`config.mk`:
```
export PLATFORM = sky130hd
export DESIGN_NAME = uart_frame_rx
export DESIGN_NICKNAME = d
export VERILOG_FILES = /design/src/rtl/uart_frame_rx.sv
export SDC_FILE = /design/constraint.sdc
export NUM_CORES = 1
export LEC_CHECK = 0
export BUFFER_PORTS_ARGS = -buffer_cell sky130_fd_sc_hd__buf_2
export CORE_MARGIN = 2
export CORE_UTILIZATION = 60
export DETAILED_ROUTE_END_ITERATION = 8
export PLACE_DENSITY = 0.82
export RECOVER_POWER = 25
export SYNTH_ARGS = -nofsm -noshare
export SYNTH_HDL_FRONTEND = slang
export SYNTH_SLANG_ARGS = --single-unit
```
`constraint.sdc`:
```
create_clock -name clk -period 6.9 [get_ports clk]
set_input_delay 1.035 -clock clk [delete_from_list [all_inputs] [get_ports clk]]
set_output_delay 1.035 -clock clk [all_outputs]
set_load 0.03 [all_outputs]
```
`src/rtl/uart_frame_rx.sv`:
```
// uart_frame_rx: hunts for a 0x7E sync byte, checks a length-prefixed, checksummed frame into a
// local buffer and releases its payload as a valid/ready stream. Define UART_FRAME_TIMEOUT_EN for an inter-byte timeout.
module uart_frame_rx #(
  parameter int unsigned MAX_LEN = 16,
  parameter int unsigned TIMEOUT = 100000
) (
  input  logic       clk,
  input  logic       rst,
  input  logic       in_recv,
  input  logic       in_err,
  input  logic [7:0] in_data,
  output logic       out_valid,
  input  logic       out_ready,
  output logic [7:0] out_data,
  output logic       out_last,
  output logic       frame_ok,
  output logic       frame_err,
  output logic [1:0] err_code,
  output logic       drop
);

  localparam int unsigned IDX_W = $clog2(MAX_LEN + 1);
  localparam int unsigned ADR_W = (MAX_LEN > 1) ? $clog2(MAX_LEN) : 1;
  localparam logic [7:0]  SYNC     = 8'h7E;
  localparam logic [1:0]  CODE_RX  = 2'd0;
  localparam logic [1:0]  CODE_LEN = 2'd1;
  localparam logic [1:0]  CODE_CK  = 2'd2;
  localparam logic [1:0]  CODE_TO  = 2'd3;

  if (MAX_LEN < 1 || MAX_LEN > 255) begin : g_bad_max_len
    $error("uart_frame_rx: MAX_LEN must be 1..255");
  end
  if (TIMEOUT < 2) begin : g_bad_timeout
    $error("uart_frame_rx: TIMEOUT must be at least 2");
  end

  typedef enum logic [2:0] {
    ST_HUNT,
    ST_LEN,
    ST_PAYLOAD,
    ST_CKSUM,
    ST_EMIT
  } state_t;

  state_t           state, state_d;
  logic [IDX_W-1:0] len, len_d;
  logic [IDX_W-1:0] wr_idx, wr_idx_d;
  logic [IDX_W-1:0] rd_idx, rd_idx_d;
  logic [IDX_W-1:0] last_idx_c;
  logic [IDX_W-1:0] rd_nxt_c;
  logic [7:0]       sum, sum_d;
  logic [7:0]       mem [MAX_LEN];
  logic             mem_we_c;
  logic             timeout_c;

  logic             out_valid_d, out_last_d, frame_ok_d, frame_err_d, drop_d;
  logic [7:0]       out_data_d;
  logic [1:0]       err_code_d;

  assign last_idx_c = len - IDX_W'(1);
  assign rd_nxt_c   = rd_idx + IDX_W'(1);

`ifdef UART_FRAME_TIMEOUT_EN
  localparam int unsigned CNT_W = $clog2(TIMEOUT + 1);
  logic [CNT_W-1:0] idle_cnt;
  logic             in_frame_c;

  assign in_frame_c = (state == ST_LEN) || (state == ST_PAYLOAD) || (state == ST_CKSUM);

  // Idle cycles since the last byte of the frame in progress; parked at zero outside a frame.
  always_ff @(posedge clk) begin
    if (rst || !in_frame_c || in_recv || in_err) idle_cnt <= '0;
    else                                         idle_cnt <= idle_cnt + CNT_W'(1);
  end

  // Fires so that frame_err lands exactly TIMEOUT cycles after the last byte strobe.
  assign timeout_c = in_frame_c && (idle_cnt == CNT_W'(TIMEOUT - 2));
`else
  assign timeout_c = 1'b0;
`endif

  always_ff @(posedge clk) begin
    if (rst) begin
      state     <= ST_HUNT;
      len       <= '0;
      wr_idx    <= '0;
      rd_idx    <= '0;
      sum       <= '0;
      out_valid <= 1'b0;
      out_data  <= '0;
      out_last  <= 1'b0;
      frame_ok  <= 1'b0;
      frame_err <= 1'b0;
      err_code  <= '0;
      drop      <= 1'b0;
    end else begin
      state     <= state_d;
      len       <= len_d;
      wr_idx    <= wr_idx_d;
      rd_idx    <= rd_idx_d;
      sum       <= sum_d;
      out_valid <= out_valid_d;
      out_data  <= out_data_d;
      out_last  <= out_last_d;
      frame_ok  <= frame_ok_d;
      frame_err <= frame_err_d;
      err_code  <= err_code_d;
      drop      <= drop_d;
    end
  end

  // Payload buffer; contents survive reset and are only trusted after a checksum pass.
  always_ff @(posedge clk) begin
    if (mem_we_c) mem[wr_idx[ADR_W-1:0]] <= in_data;
  end

  always_comb begin
    state_d     = state;
    len_d       = len;
    wr_idx_d    = wr_idx;
    rd_idx_d    = rd_idx;
    sum_d       = sum;
    mem_we_c    = 1'b0;
    out_valid_d = out_valid;
    out_data_d  = out_data;
    out_last_d  = out_last;
    frame_ok_d  = 1'b0;
    frame_err_d = 1'b0;
    err_code_d  = err_code;
    drop_d      = 1'b0;

    unique case (state)
      ST_HUNT: begin
        if (in_recv && (in_data == SYNC)) state_d = ST_LEN;
      end

      ST_LEN, ST_PAYLOAD, ST_CKSUM: begin
        // A receiver error wins over a byte strobed in the same cycle.
        if (in_err) begin
          frame_err_d = 1'b1;
          err_code_d  = CODE_RX;
          state_d     = ST_HUNT;
        end else if (in_recv) begin
          if (state == ST_LEN) begin
            if ((in_data == 8'd0) || (in_data > 8'(MAX_LEN))) begin
              frame_err_d = 1'b1;
              err_code_d  = CODE_LEN;
              state_d     = ST_HUNT;
            end else begin
              len_d    = IDX_W'(in_data);
              sum_d    = in_data;
              wr_idx_d = '0;
              state_d  = ST_PAYLOAD;
            end
          end else if (state == ST_PAYLOAD) begin
            mem_we_c = 1'b1;
            sum_d    = sum + in_data;
            wr_idx_d = wr_idx + IDX_W'(1);
            if (wr_idx == last_idx_c) state_d = ST_CKSUM;
          end else begin
            if (8'(sum + in_data) == 8'd0) begin
              frame_ok_d  = 1'b1;
              rd_idx_d    = '0;
              out_valid_d = 1'b1;
              out_data_d  = mem[ADR_W'(0)];
              out_last_d  = (len == IDX_W'(1));
              state_d     = ST_EMIT;
            end else begin
              frame_err_d = 1'b1;
              err_code_d  = CODE_CK;
              state_d     = ST_HUNT;
            end
          end
        end else if (timeout_c) begin
          frame_err_d = 1'b1;
          err_code_d  = CODE_TO;
          state_d     = ST_HUNT;
        end
      end

      ST_EMIT: begin
        // Bytes arriving while the buffer drains are lost, sync bytes included.
        drop_d = in_recv;
        if (out_ready) begin
          if (out_last) begin
            out_valid_d = 1'b0;
            out_data_d  = '0;
            out_last_d  = 1'b0;
            state_d     = ST_HUNT;
          end else begin
            rd_idx_d   = rd_nxt_c;
            out_data_d = mem[rd_nxt_c[ADR_W-1:0]];
            out_last_d = (rd_nxt_c == last_idx_c);
          end
        end
      end

      default: state_d = ST_HUNT;
    endcase
  end

endmodule

```
Yosys cells after proc, flatten, opt, wreduce, memory -nomap -nowiden
Memories as Yosys holds them, arrays and structs flattened.
Index checks and enable logic that the tools add are counted.

cells by class
  add/sub/neg operators = 4
  multiply operators = 0
  div/mod/pow operators = 0
  order comparisons = 1
  equal/unequal tests = 23
  shift operators = 0
  mux-type cells = 69
  bitwise gates (word level) = 5
  reduce and logical (&&, ||, !) cells = 19

operators with widths
  kind                                                           number
  2-to-1 mux 8 bit                                               10
  2-to-1 mux 5 bit                                               10
  2-to-1 mux 1 bit                                               28
  2-to-1 mux 3 bit                                               9
  inequality test 2 bit, second input constant                   10
  AND reduction 5 bit                                            4
  logical NOT 8 bit                                              2
  one-hot mux 8 bit (2 select lines)                             1
  AND reduction 8 bit                                            2
  2-to-1 mux 2 bit                                               7
  adder 5 x 1 -> 5 bit, second input constant                    2
  == test 5 bit                                                  2
  one-hot mux 5 bit (2 select lines)                             1
  inequality test 3 bit, second input constant                   3
  one-hot mux 3 bit (3 select lines)                             1
  adder 8 bit                                                    1
  == test 8 x 7 -> 1 bit, second input constant                  1
  greater-than comparator 8 x 5 -> 1 bit, second input constant  1
  AND reduction 7 bit                                            1
  == test 3 x 2 -> 1 bit, second input constant                  2
  nonzero test 2 bit                                             3
  OR reduction 6 bit                                             1
  == test 5 x 1 -> 1 bit, second input constant                  1
  inequality test 5 bit, second input constant                   1
  other kinds (11)                                               17

word-level totals
  flip-flop bits (word level) = 41
  latch bits = 0
  bits in writable memories = 128
  memory bits (read-only) = 0
  input bits = 13
  memories = 1

memories
  name  words  bits a word  read ports  clocked after memory_dff  write ports  RTL line  RTL
  mem   16     8            2           0                         1            52        logic [7:0] mem [MAX_LEN];

Depth between registers and ports, before layout
  depth in word-level cells = 8
  gate-level depth with buffers = 9

Least setup slack after synthesis
No wires, ideal clock.

  kind = input to register
  start point = input port in_data[0]
  end point = register out_last
  library setup time = 0.121 ns
  arrival = 3.368 ns
  required time = 6.779 ns
  path slack = 3.411 ns
  stages = 9
  path through = ha_1 fa_1 a211oi_1 o21ai_0 a221o_1 nor4_2 a21oi_1 buf_2 mux2_2

on the way
  longest elaborated chain between the ends = 4

ends and longest elaborated chain
  item                             RTL line  RTL
  start: declaration               11        input logic [7:0] in_data,
  adder 8 bit                      161       if (8'(sum + in_data) == 8'd0) begin
  logical NOT 8 bit                161
  inequality test 2 bit (no line)  --
  AND reduction 7 bit (no line)    --
  end signal: assignment           104       out_last <= out_last_d;
  end: declaration                 15        output logic out_last,

Every way passes these cells.
A chain may end at the register's enable or synchronous reset.

Worst setup path after layout
Ends and elaborated chain as after synthesis.

==> summary.md <==
| Metric | Value |
|---|---|
| Buffer depth of the longest clock path | 2 |
| Power Total | 2.11 mW |
| Total negative slack for setup checks | 0 ps |
| Critical path launch point type | input port |
| Leakage power | 2.88 nW |
| Post-DRT Antenna Nets | 0 |
| Mean routed wirelength per cell | 21.4 µm |
| Max Fclk | 224 MHz |
| Unrepaired setup endpoints after global routing | no |
| # rows | 41 |
| First-pass GRT wire length | 24500 µm |
| Initial standard-cell utilization of the core | 60.9% |
| Setup-failing EPs final | 0 |
| Maximum resistive drop on vdd | 0.276 mV |
| Most numerous cell in the Yosys netlist | sky130_fd_sc_hd__edfxtp_1 |
| Vias per cell | 6.21 |
| Hold Buf Count CTS | 0 |
| CP Launch Point | in_data[0] |
| Final clock period utilization by the worst path | 64.7% |
| R2R Path Start | sum[0] |
| Leading cell types by count after synthesis | 128 x sky130_fd_sc_hd__edfxtp_1, 45 x sky130_fd_sc_hd__nand2_1, 41 x sky130_fd_sc_hd__dfxtp_1 |
| Share of synthesized registers carrying an async set or reset | 0% |
| Gates resized, CTS repair | 0 |
| Number of endpoints with negative hold slack in the final report | 0 |
| I/O Buffers | 27 |
| Antenna diodes | 0 |
| Gate Count Post-Synth | 536 |
| Area of the placeable core | 0.0125 mm² |
| Number of antenna violations at the first check in global routing | 0 |
| Number of maximum-capacitance violations | 0 |
| Element type at the critical path end | flip-flop |
| Detailed placer's ending HPWL | 10100 µm |
| Floorplan die width | 116 µm |
| I/O pin cnt | 28 |
| Area fraction of the dominant cell type after synthesis | 50.7% |
| Flop and latch count out of synthesis | 169 |
| Post-Route WL | 15900 µm |
| Largest clock skew in the final design | 10.3 ps |
| Count of buffers added by post-CTS timing repair for setup | 0 |
| Portion of the post-synthesis area used by sequential elements | 61.5% |
| Normalized max-slew margin | 21.6% |
| Max Transition Viols Final | 0 |
| Clock slew at reported path FFs | 60 ps |
| Post-route worst setup slack | 2430 ps |
| Final-layout fill cell count | 850 |
| Cell area after technology mapping | 0.00759 mm² |
| Maximum number of pins on one net before global-route repair | 38 |
| Residual DRC count | 0 |
| Remaining global-route overflow | 0 |
| Slew of the pin with the lowest slew margin | 1180 ps |
| Fraction of final layout cells with drive strength greater than 1 | 18.4% |
| Number of clock buffers inserted by TritonCTS | 17 |
| Worst-case setup slack after placement | 2490 ps |
| Total Routing Usage GR | 25.3% |
| Routability Congestion | 0.888 |
| Min cycle time layout | 4470 ps |
| CTS root buf | sky130_fd_sc_hd__clkbuf_16 |
| Number of global-route vias before repair | 4477 |
| Number of enable flip-flop cells after synthesis | 128 |
| Mean Syn Cell Area | 14.2 µm² |
| DR pass1 iterations | 5 |
| Outcome | completed |
| Number of nets in the layout | 587 |
| Area growth, synth to finish | 11.7% |
| Worst hold margin | 461 ps |
| Synth cell types | 56 |
| Post-synthesis cell type with the largest combined area | sky130_fd_sc_hd__edfxtp_1 |
| Critical path data arrival time | 4780 ps |
| Clock tree from TritonCTS | built |
| Power per standard cell area | 249 mW/mm² |
| Full die area | 0.0136 mm² |
| Nets in the synthesized netlist | 564 |
| Initial DRC count | 479 |
| Clock latency on the worst-skew pair | 430 ps |
| Count of yosys warnings during synthesis | 0 |
| Type of the most critical hold path | flip-flop to flip-flop |
| Kind of critical path | input port to flip-flop |
| Top area cells in the synthesized netlist | sky130_fd_sc_hd__edfxtp_1 51%, sky130_fd_sc_hd__dfxtp_1 11%, sky130_fd_sc_hd__mux4_2 9.5% |
| Vertical die dimension | 116 µm |
| Number of levels in the clock H-tree | 4 |
| Required time reported for the critical path endpoint | 7210 ps |
| Hold path startpoint | out_data[0] |
| Via Count | 4618 |
| Sinks on the clock net | 169 |
| Largest fanout of any net on the critical path | 21 |
| Top FF cell, synth | sky130_fd_sc_hd__edfxtp_1 |
==> sequential cells by signal (all words and copies together), names as in the netlist, 2 cells and up <==
register / flops
sum: 8
err_code: 2
len: 5
out_data: 8
state: 3
mem: 128
rd_idx: 5
wr_idx: 5
==> layout make-up <==
class	instances	area, µm²	share of cell area (%)
inverter	10	37.5	0.443
clock inverter	12	164	1.93
multi-input combinational	332	2800	33.1
timing repair buffer	29	144	1.70
sequential	169	4670	55.1
tap	172	215	2.54
clock buffer	20	447	5.27
==> kinds of logic after synthesis <==
group           after synthesis  synth area share, %
buf+inv                      35                 1.88
flops                       169                 61.5
simple gates                159                 10.8
compound gates               63                 5.59
fa+ha+maj                    15                 2.57
mux                          70                 14.6
xor+xnor                     25                 3.08
==> placed cells by master, fill, tap and decap left out, types with 3 or more instances in the layout <==
cell and n:
sky130_fd_sc_hd__o31ai_1 9, sky130_fd_sc_hd__a211oi_1 3, sky130_fd_sc_hd__o21ai_0 16, sky130_fd_sc_hd__nor4_1 4, sky130_fd_sc_hd__a311oi_1 6, sky130_fd_sc_hd__nor3b_1 4
sky130_fd_sc_hd__nor3_1 19, sky130_fd_sc_hd__nor2_1 34, sky130_fd_sc_hd__or2_2 3, sky130_fd_sc_hd__ha_1 13, sky130_fd_sc_hd__clkbuf_16 17, sky130_fd_sc_hd__edfxtp_1 128
sky130_fd_sc_hd__xor2_1 10, sky130_fd_sc_hd__mux2i_1 35, sky130_fd_sc_hd__bufinv_16 3, sky130_fd_sc_hd__mux4_2 32, sky130_fd_sc_hd__inv_6 4, sky130_fd_sc_hd__clkbuf_1 7
sky130_fd_sc_hd__buf_2 22, sky130_fd_sc_hd__nand2_1 45, sky130_fd_sc_hd__inv_1 10, sky130_fd_sc_hd__nor2b_1 5, sky130_fd_sc_hd__o211ai_1 3, sky130_fd_sc_hd__mux2_2 3
sky130_fd_sc_hd__a21oi_1 12, sky130_fd_sc_hd__xnor2_1 13, sky130_fd_sc_hd__and2_1 17, sky130_fd_sc_hd__nand4_1 4, sky130_fd_sc_hd__or3_1 3, sky130_fd_sc_hd__dfxtp_1 40
sky130_fd_sc_hd__nand3_1 7
==> worst paths after layout <==
path         cells past startpoint     endpoint  slack (ps)
max                              9     out_last        2430
min                              2  out_data[0]         460
max reg2reg                      8     out_last        3490
min reg2reg                      2  out_data[0]         460
==> metrics by stage <==
stage | cell area (µm²) | instances | util (%)
floorplan | 7590 | 536 | -
global placement | 7870 | 712 | 63.1
detailed placement | 7870 | 712 | 63.1
CTS | 8480 | 744 | 68.0
global route | 8470 | 744 | 68.0
finish | 8470 | 744 | 68.0
==> power breakdown <==
group	internal [mW]	switching (mW)
Sequential	1.09	0.0000332
Clock	0.586	0.390
Combinational	0.00785	0.0324
==> layer usage <==
layer	track usage (%)	vias to the layer above	routed length, µm
met4	10.6	0	382
met5	0	-	0
met1	34.3	2305	6840
met2	39.7	175	7670
met3	5.92	33	999
li1	-	2105	-
==> critical path, stage by stage <==
cell and delay [ps]:
sky130_fd_sc_hd__clkbuf_1 660, sky130_fd_sc_hd__ha_1 320, sky130_fd_sc_hd__fa_1 210, sky130_fd_sc_hd__a211oi_1 120, sky130_fd_sc_hd__or2_2 350, sky130_fd_sc_hd__o311ai_0 440, sky130_fd_sc_hd__nor2_1 260, sky130_fd_sc_hd__a21oi_1 950
sky130_fd_sc_hd__mux2_2 420
(Power assumes the default switching activity.)
